### config.mk
export PLATFORM = sky130hd
export DESIGN_NAME = text_ram_arbiter
export DESIGN_NICKNAME = d
export VERILOG_FILES = /design/src/rtl/text_ram_arbiter_pkg.sv /design/src/rtl/text_write_fifo.sv /design/src/rtl/text_ram_arbiter.sv
export SDC_FILE = /design/constraint.sdc
export NUM_CORES = 1
export LEC_CHECK = 0
export ABC_AREA = 1
export BUFFER_PORTS_ARGS = -buffer_cell sky130_fd_sc_hd__buf_2
export CAP_MARGIN = 20
export CORE_MARGIN = 2
export CORE_UTILIZATION = 40
export DETAILED_ROUTE_END_ITERATION = 8
export PLACE_DENSITY_LB_ADDON = 0.2
export SKIP_LAST_GASP = 1
export SLEW_MARGIN = 5
export SYNTH_ARGS = -nofsm -noshare
export SYNTH_HDL_FRONTEND = slang
export SYNTH_SLANG_ARGS = --single-unit
### constraint.sdc
create_clock -name clk -period 2.4 [get_ports clk]
set_input_delay 0.24 -clock clk [delete_from_list [all_inputs] [get_ports clk]]
set_output_delay 0.24 -clock clk [all_outputs]
set_load 0.02 [all_outputs]
### src/rtl/text_ram_arbiter_pkg.sv
// Shared constants and grant-state encodings for the text RAM arbiter.
// Optional clear engine: TEXT_ARBITER_CLEAR_EN adds the CLEAR_WR grant state.
package text_ram_arbiter_pkg;

  localparam int TEXT_COLS  = 100;
  localparam int TEXT_ROWS  = 60;
  localparam int COL_W      = 7;
  localparam int ROW_W      = 6;
  localparam int ADDR_W     = 13;
  localparam int CHAR_W     = 8;
  localparam int FIFO_DEPTH = 8;

`ifdef TEXT_ARBITER_CLEAR_EN
  typedef enum logic [1:0] {
    IDLE     = 2'd0,
    DISP_RD  = 2'd1,
    HOST_WR  = 2'd2,
    CLEAR_WR = 2'd3
  } grant_t;
`else
  typedef enum logic [1:0] {
    IDLE    = 2'd0,
    DISP_RD = 2'd1,
    HOST_WR = 2'd2
  } grant_t;
`endif

endpackage

### src/rtl/text_write_fifo.sv
// Synchronous FIFO holding queued host writes as {addr, char} entries.
// The caller guarantees no push while full and no pop while empty.
module text_write_fifo #(
  parameter int WIDTH = 21,
  parameter int DEPTH = 8
) (
  input  logic                     clk,
  input  logic                     reset_n,
  input  logic                     push,
  input  logic                     pop,
  input  logic [WIDTH-1:0]         din,
  output logic [WIDTH-1:0]         dout,
  output logic [$clog2(DEPTH):0]   level,
  output logic                     full,
  output logic                     empty
);

  localparam int PTR_W = $clog2(DEPTH);
  localparam int LVL_W = PTR_W + 1;

  logic [WIDTH-1:0] mem [DEPTH];
  logic [PTR_W-1:0] wr_ptr;
  logic [PTR_W-1:0] rd_ptr;

  // Entry storage; contents need no reset since level gates visibility
  always_ff @(posedge clk) begin
    if (push) mem[wr_ptr] <= din;
  end

  // Pointer and occupancy tracking; simultaneous push/pop leaves level unchanged
  always_ff @(posedge clk or negedge reset_n) begin
    if (!reset_n) begin
      wr_ptr <= '0;
      rd_ptr <= '0;
      level  <= '0;
    end else begin
      if (push) wr_ptr <= wr_ptr + PTR_W'(1);
      if (pop)  rd_ptr <= rd_ptr + PTR_W'(1);
      case ({push, pop})
        2'b10:   level <= level + LVL_W'(1);
        2'b01:   level <= level - LVL_W'(1);
        default: level <= level;
      endcase
    end
  end

  assign dout  = mem[rd_ptr];
  assign full  = (level == LVL_W'(DEPTH));
  assign empty = (level == '0);

endmodule

### src/rtl/text_ram_arbiter.sv
// Shares the single-port character RAM between the display fetch path and
// a FIFO-buffered host write port. Display reads always win the RAM cycle.
// Build option: define TEXT_ARBITER_CLEAR_EN for the screen-clear engine
// (clear_req/clear_busy ports, CLEAR_WR grant state).
//
// state    | meaning
// ---------+--------------------------------------------------------
// IDLE     | RAM unused this cycle, ram_addr held
// DISP_RD  | display fetch address presented, read in flight
// HOST_WR  | head of host FIFO written to RAM
// CLEAR_WR | clear engine writes fill byte at its counter address
module text_ram_arbiter
  import text_ram_arbiter_pkg::*;
#(
  parameter int TEXT_COLS  = text_ram_arbiter_pkg::TEXT_COLS,
  parameter int TEXT_ROWS  = text_ram_arbiter_pkg::TEXT_ROWS,
  parameter int COL_W      = text_ram_arbiter_pkg::COL_W,
  parameter int ROW_W      = text_ram_arbiter_pkg::ROW_W,
  parameter int ADDR_W     = text_ram_arbiter_pkg::ADDR_W,
  parameter int FIFO_DEPTH = text_ram_arbiter_pkg::FIFO_DEPTH
`ifdef TEXT_ARBITER_CLEAR_EN
  , parameter logic [7:0] CLEAR_CHAR = 8'h20
`endif
) (
  input  logic                          clk,
  input  logic                          reset_n,
  input  logic                          disp_load,
  input  logic [COL_W-1:0]              disp_xtext,
  input  logic [ROW_W-1:0]              disp_ytext,
  output logic [7:0]                    disp_char,
  output logic                          disp_char_valid,
  input  logic                          host_valid,
  output logic                          host_ready,
  input  logic [COL_W-1:0]              host_col,
  input  logic [ROW_W-1:0]              host_row,
  input  logic [7:0]                    host_char,
  output logic                          host_err,
  output logic [$clog2(FIFO_DEPTH):0]   fifo_level,
  output logic [ADDR_W-1:0]             ram_addr,
  output logic                          ram_we,
  output logic [7:0]                    ram_wdata,
  input  logic [7:0]                    ram_rdata
`ifdef TEXT_ARBITER_CLEAR_EN
  , input  logic                        clear_req
  , output logic                        clear_busy
`endif
);

  localparam int ENTRY_W = ADDR_W + CHAR_W;

  grant_t               state;
  logic                 rd_pend;
  logic                 ready_en;
  logic [ADDR_W-1:0]    disp_addr;
  logic [ADDR_W-1:0]    host_addr;
  logic                 host_in_range;
  logic                 host_accept;
  logic                 fifo_push;
  logic                 fifo_pop;
  logic                 fifo_full;
  logic                 fifo_empty;
  logic [ENTRY_W-1:0]   fifo_dout;

`ifdef TEXT_ARBITER_CLEAR_EN
  localparam logic [ADDR_W-1:0] CLEAR_LAST = ADDR_W'(TEXT_COLS * TEXT_ROWS - 1);
  logic                 clear_run;
  logic [ADDR_W-1:0]    clear_cnt;
`endif

  // Indices are widened to the address width before the multiply
  assign disp_addr = ADDR_W'(disp_ytext) * ADDR_W'(TEXT_COLS) + ADDR_W'(disp_xtext);
  assign host_addr = ADDR_W'(host_row)   * ADDR_W'(TEXT_COLS) + ADDR_W'(host_col);

  assign host_in_range = (32'(host_col) < TEXT_COLS) && (32'(host_row) < TEXT_ROWS);
  assign host_ready    = ready_en && !fifo_full;
  assign host_accept   = host_valid && host_ready;
  assign fifo_push     = host_accept && host_in_range;

`ifdef TEXT_ARBITER_CLEAR_EN
  assign fifo_pop = !disp_load && !fifo_empty && !clear_busy;
`else
  assign fifo_pop = !disp_load && !fifo_empty;
`endif

  text_write_fifo #(
    .WIDTH (ENTRY_W),
    .DEPTH (FIFO_DEPTH)
  ) u_fifo (
    .clk     (clk),
    .reset_n (reset_n),
    .push    (fifo_push),
    .pop     (fifo_pop),
    .din     ({host_addr, host_char}),
    .dout    (fifo_dout),
    .level   (fifo_level),
    .full    (fifo_full),
    .empty   (fifo_empty)
  );

  // Port-grant FSM: display, then clear engine, then queued host writes
  always_ff @(posedge clk or negedge reset_n) begin
    if (!reset_n) begin
      state     <= IDLE;
      ram_we    <= 1'b0;
      ram_addr  <= '0;
      ram_wdata <= '0;
`ifdef TEXT_ARBITER_CLEAR_EN
      clear_run  <= 1'b0;
      clear_busy <= 1'b0;
      clear_cnt  <= '0;
`endif
    end else begin
      if (disp_load) begin
        state    <= DISP_RD;
        ram_we   <= 1'b0;
        ram_addr <= disp_addr;
      end
`ifdef TEXT_ARBITER_CLEAR_EN
      else if (clear_run) begin
        state     <= CLEAR_WR;
        ram_we    <= 1'b1;
        ram_addr  <= clear_cnt;
        ram_wdata <= CLEAR_CHAR;
        clear_cnt <= clear_cnt + ADDR_W'(1);
        if (clear_cnt == CLEAR_LAST) clear_run <= 1'b0;
      end
`endif
      else if (fifo_pop) begin
        state     <= HOST_WR;
        ram_we    <= 1'b1;
        ram_addr  <= fifo_dout[ENTRY_W-1:CHAR_W];
        ram_wdata <= fifo_dout[CHAR_W-1:0];
      end else begin
        state  <= IDLE;
        ram_we <= 1'b0;
      end
`ifdef TEXT_ARBITER_CLEAR_EN
      // busy stays up through the cycle the last clear write is on the bus
      if (clear_req && !clear_busy) begin
        clear_busy <= 1'b1;
        clear_run  <= 1'b1;
        clear_cnt  <= '0;
      end else if (clear_busy && !clear_run) begin
        clear_busy <= 1'b0;
      end
`endif
    end
  end

  // Display return path: address out in N+1, data captured end of N+2
  always_ff @(posedge clk or negedge reset_n) begin
    if (!reset_n) begin
      rd_pend         <= 1'b0;
      disp_char_valid <= 1'b0;
      disp_char       <= '0;
    end else begin
      rd_pend         <= (state == DISP_RD);
      disp_char_valid <= rd_pend;
      if (rd_pend) disp_char <= ram_rdata;
    end
  end

  // Host side: ready comes up the cycle after reset, error flags dropped writes
  always_ff @(posedge clk or negedge reset_n) begin
    if (!reset_n) begin
      ready_en <= 1'b0;
      host_err <= 1'b0;
    end else begin
      ready_en <= 1'b1;
      host_err <= host_accept && !host_in_range;
    end
  end

endmodule

==> flow_summary.json <==
{
  "status": "finished clean",
  "cts_tree": "done",
  "period_share_pct": 92.02,
  "die_h_um": 161.5,
  "start_util_pct": 40.78,
  "drc": 0,
  "pre_cts_ws_ns": -0.3136,
  "dpl_cell_area_um2": 11490,
  "ant_nets": 0,
  "endpoint_kind": "flop",
  "period_needed_ns": 2.209,
  "start_kind": "flop",
  "clk_path_buf_depth": 3,
  "dp_hpwl_mm": 13.96,
  "drt-total-wl_mm": 22.35,
  "pwr-share-seq_pct": 37.9,
  "drive_gt1_share_pct": 24.81,
  "drv_slew": 0,
  "num_rows": 57,
  "wl_met1_mm": 10.19,
  "syn_inst": 850,
  "fp.dieW_um": 161.5,
  "area_growth_pct": 24.94,
  "p_sw_mw": 4.620,
  "fmax_mhz": 452.8,
  "required_ns": 2.79,
  "yosysWarnings": 0,
  "wl_per_cell_um": 16.48,
  "synthTopCellsByArea": "edfxtp_1 (51%), dfrtp_1 (11%), ha_1 (7.6%)",
  "fin_setup_tns_ns": 0,
  "async_flop_share_pct": 21.13,
  "n_antenna_cell": 0,
  "fin_cells": 1356,
  "worstMarginPinSlew_ns": 0.7250,
  "wl_met3_mm": 1.235,
  "syn_nets": 961,
  "setup_slack_ns": 0.1915,
  "first_global_vias": 6610,
  "vias": 6753,
  "setup.worst_path.class": "reg -> reg",
  "yosys.area.top_type_share_pct": 50.87,
  "fillers": 2136,
  "ys.flop_type": "edfxtp_1",
  "pwr-share-comb_pct": 37.2,
  "crit_arrival_ns": 2.60,
  "finalHoldViolations": 0,
  "post-route-util_pct": 50.95,
  "power_mw": 12.94,
  "final_common_cell": "edfxtp_1",
  "hold_path_class": "in -> reg",
  "post_cts_buffers": 0,
  "cp_max_fo": 3,
  "dpl.cell_count": 1299,
  "top_level_ports": 83,
  "antenna_found_initial": 0,
  "cts-root-buf": "clkbuf_16",
  "fin_nets": 1127,
  "syn-cell-area_um2": 9917,
  "insertion_delay_ns": 0.51,
  "numClockSinks": 213,
  "synth_top_area_cell": "edfxtp_1",
  "drtIter0Drc": 556,
  "cellPowerDensity_nw_per_um2": 1044,
  "synth_edf_count": 168,
  "skew_ns": 0.01146,
  "sw_frac_of_total_pct": 35.71,
  "syn_avg_cell_area_um2": 11.67,
  "cts_buffers": 22,
  "routed.top_layer": "met4",
  "power.static_leakage_nw": 4.948,
  "die_area_um2": 26070,
  "cap_violations": 0,
  "postLayoutCellArea_um2": 12390,
  "peakVddDrop_mv": 0.4817,
  "wl_met2_mm": 10.54,
  "whs_ns": 0.006900,
  "synth-seq-cells": 213,
  "htree_levels": 1,
  "grt_max_degree": 59,
  "dr.pass1.iters": 7,
  "synth_cell_types": 45,
  "relSlewSlack_pct": 51.32,
  "grt_pass1_wl_mm": 35.21,
  "grt_util_all_layers_pct": 17.13,
  "finalSetupViolations": 0,
  "internal-power_mw": 8.319,
  "rsz0062_at_grt": "yes",
  "synth_seq_area_share_pct": 62.23,
  "mostFrequentLayoutCells": "edfxtp_1 (168), nor2_1 (100), nand2_1 (99)",
  "via_per_inst": 4.980,
  "port_buffers": 82,
  "p_clk_share_pct": 24.9,
  "coreArea_um2": 24320,
  "clkSlewWorstSetupHoldPaths_ns": 0.06,
  "grt_overflow": 0,
  "gp_congestion": 0.7667
}
-- worst paths after layout --
check,start,to,slack [ns],cells past startpoint
setup / recovery,u_fifo.level[2],u_fifo.level[3],0.19,14
hold / removal,host_char[4],u_fifo.mem[7][4],0.007,1
setup reg to reg,u_fifo.level[2],u_fifo.level[3],0.19,14
hold reg to reg,ram_we,rd_pend,0.42,1
max in group asynchronous,reset_n,ram_addr[5],1.41,3
min in group asynchronous,reset_n,ready_en,0.31,2
-- final cells by class --
| class | instances | area (um^2) | area share (%) |
|---|---|---|---|
| clock buffer | 28 | 603.1 | 4.867 |
| clock inverter | 12 | 90.09 | 0.7271 |
| inverter | 67 | 251.5 | 2.030 |
| multi-input combinational | 536 | 3581 | 28.90 |
| sequential | 213 | 6176 | 49.84 |
| tap | 324 | 405.4 | 3.272 |
| timing repair buffer | 176 | 1284 | 10.36 |
-- sequential cells by signal, summed over array words and instances, names as in the netlist --
register / count
disp_char_valid: 1
ram_wdata: 8
u_fifo.wr_ptr: 3
rd_pend: 1
u_fifo.mem: 168
host_err: 1
state: 1
ram_addr: 13
u_fifo.rd_ptr: 3
ready_en: 1
disp_char: 8
ram_we: 1
u_fifo.level: 4
-- what timing repair did --
action / in CTS / in global routing
hold buffers: 17 / 0
endpoints found under the hold margin: 82 / 0
resized for setup: 0 / 5
endpoints found under the setup margin: 0 / 17
-- synth_stat cells, drive strengths merged, types with 5 or more instances --
master  instances
nand4           5
nand3          34
buf            19
nor2          113
fa              5
o211ai          8
inv            66
xnor2           8
nand2         102
edfxtp        168
dfrtp          45
mux2            8
o22ai          17
ha             60
o21ai          95
clkbuf         15
a21oi          21
xor2           16
o221ai         23
-- power by group through the flow --
stage                     Combinational [mW]  Sequential, mW  Clock (mW)
after floorplan                         2.80            5.26           0
after global placement                  4.72            4.96           0
after detailed placement                4.78            4.97           0
after CTS                               4.82            4.90        3.29
after global routing                    5.37            4.95        3.43
final                                   4.82            4.90        3.22
-- kinds of logic after synthesis --
family / after synthesis / share of synthesized area (%)
compound gates: 178 / 10.90
other cells: 1 / 0.03781
simple gates: 260 / 10.86
xor+xnor: 24 / 2.120
buf+inv: 101 / 4.365
fa+ha+maj: 65 / 8.579
mux: 8 / 0.9084
flops: 213 / 62.23
-- worst max-delay path: stages (launching register included) --
cell and delay (ns):
dfrtp_2 0.36, inv_1 0.08, a31oi_4 0.19, nand2_2 0.10, nor2_4 0.12, inv_2 0.05
ha_1 0.24, ha_1 0.28, nand2_1 0.06, nor2_1 0.04, a211oi_2 0.23, nor2_1 0.06
nor2_1 0.08, nand2_1 0.06, xor2_1 0.14
-- metal layers --
| metal | vias up | GRT usage (%) |
|---|---|---|
| met1 | 3176 | 23.08 |
| met2 | 189 | 29.49 |
| met5 | - | 0 |
| met3 | 29 | 1.977 |
| met4 | 0 | 4.627 |
| li1 | 3359 | - |
Power figures use the tool's default switching activity.
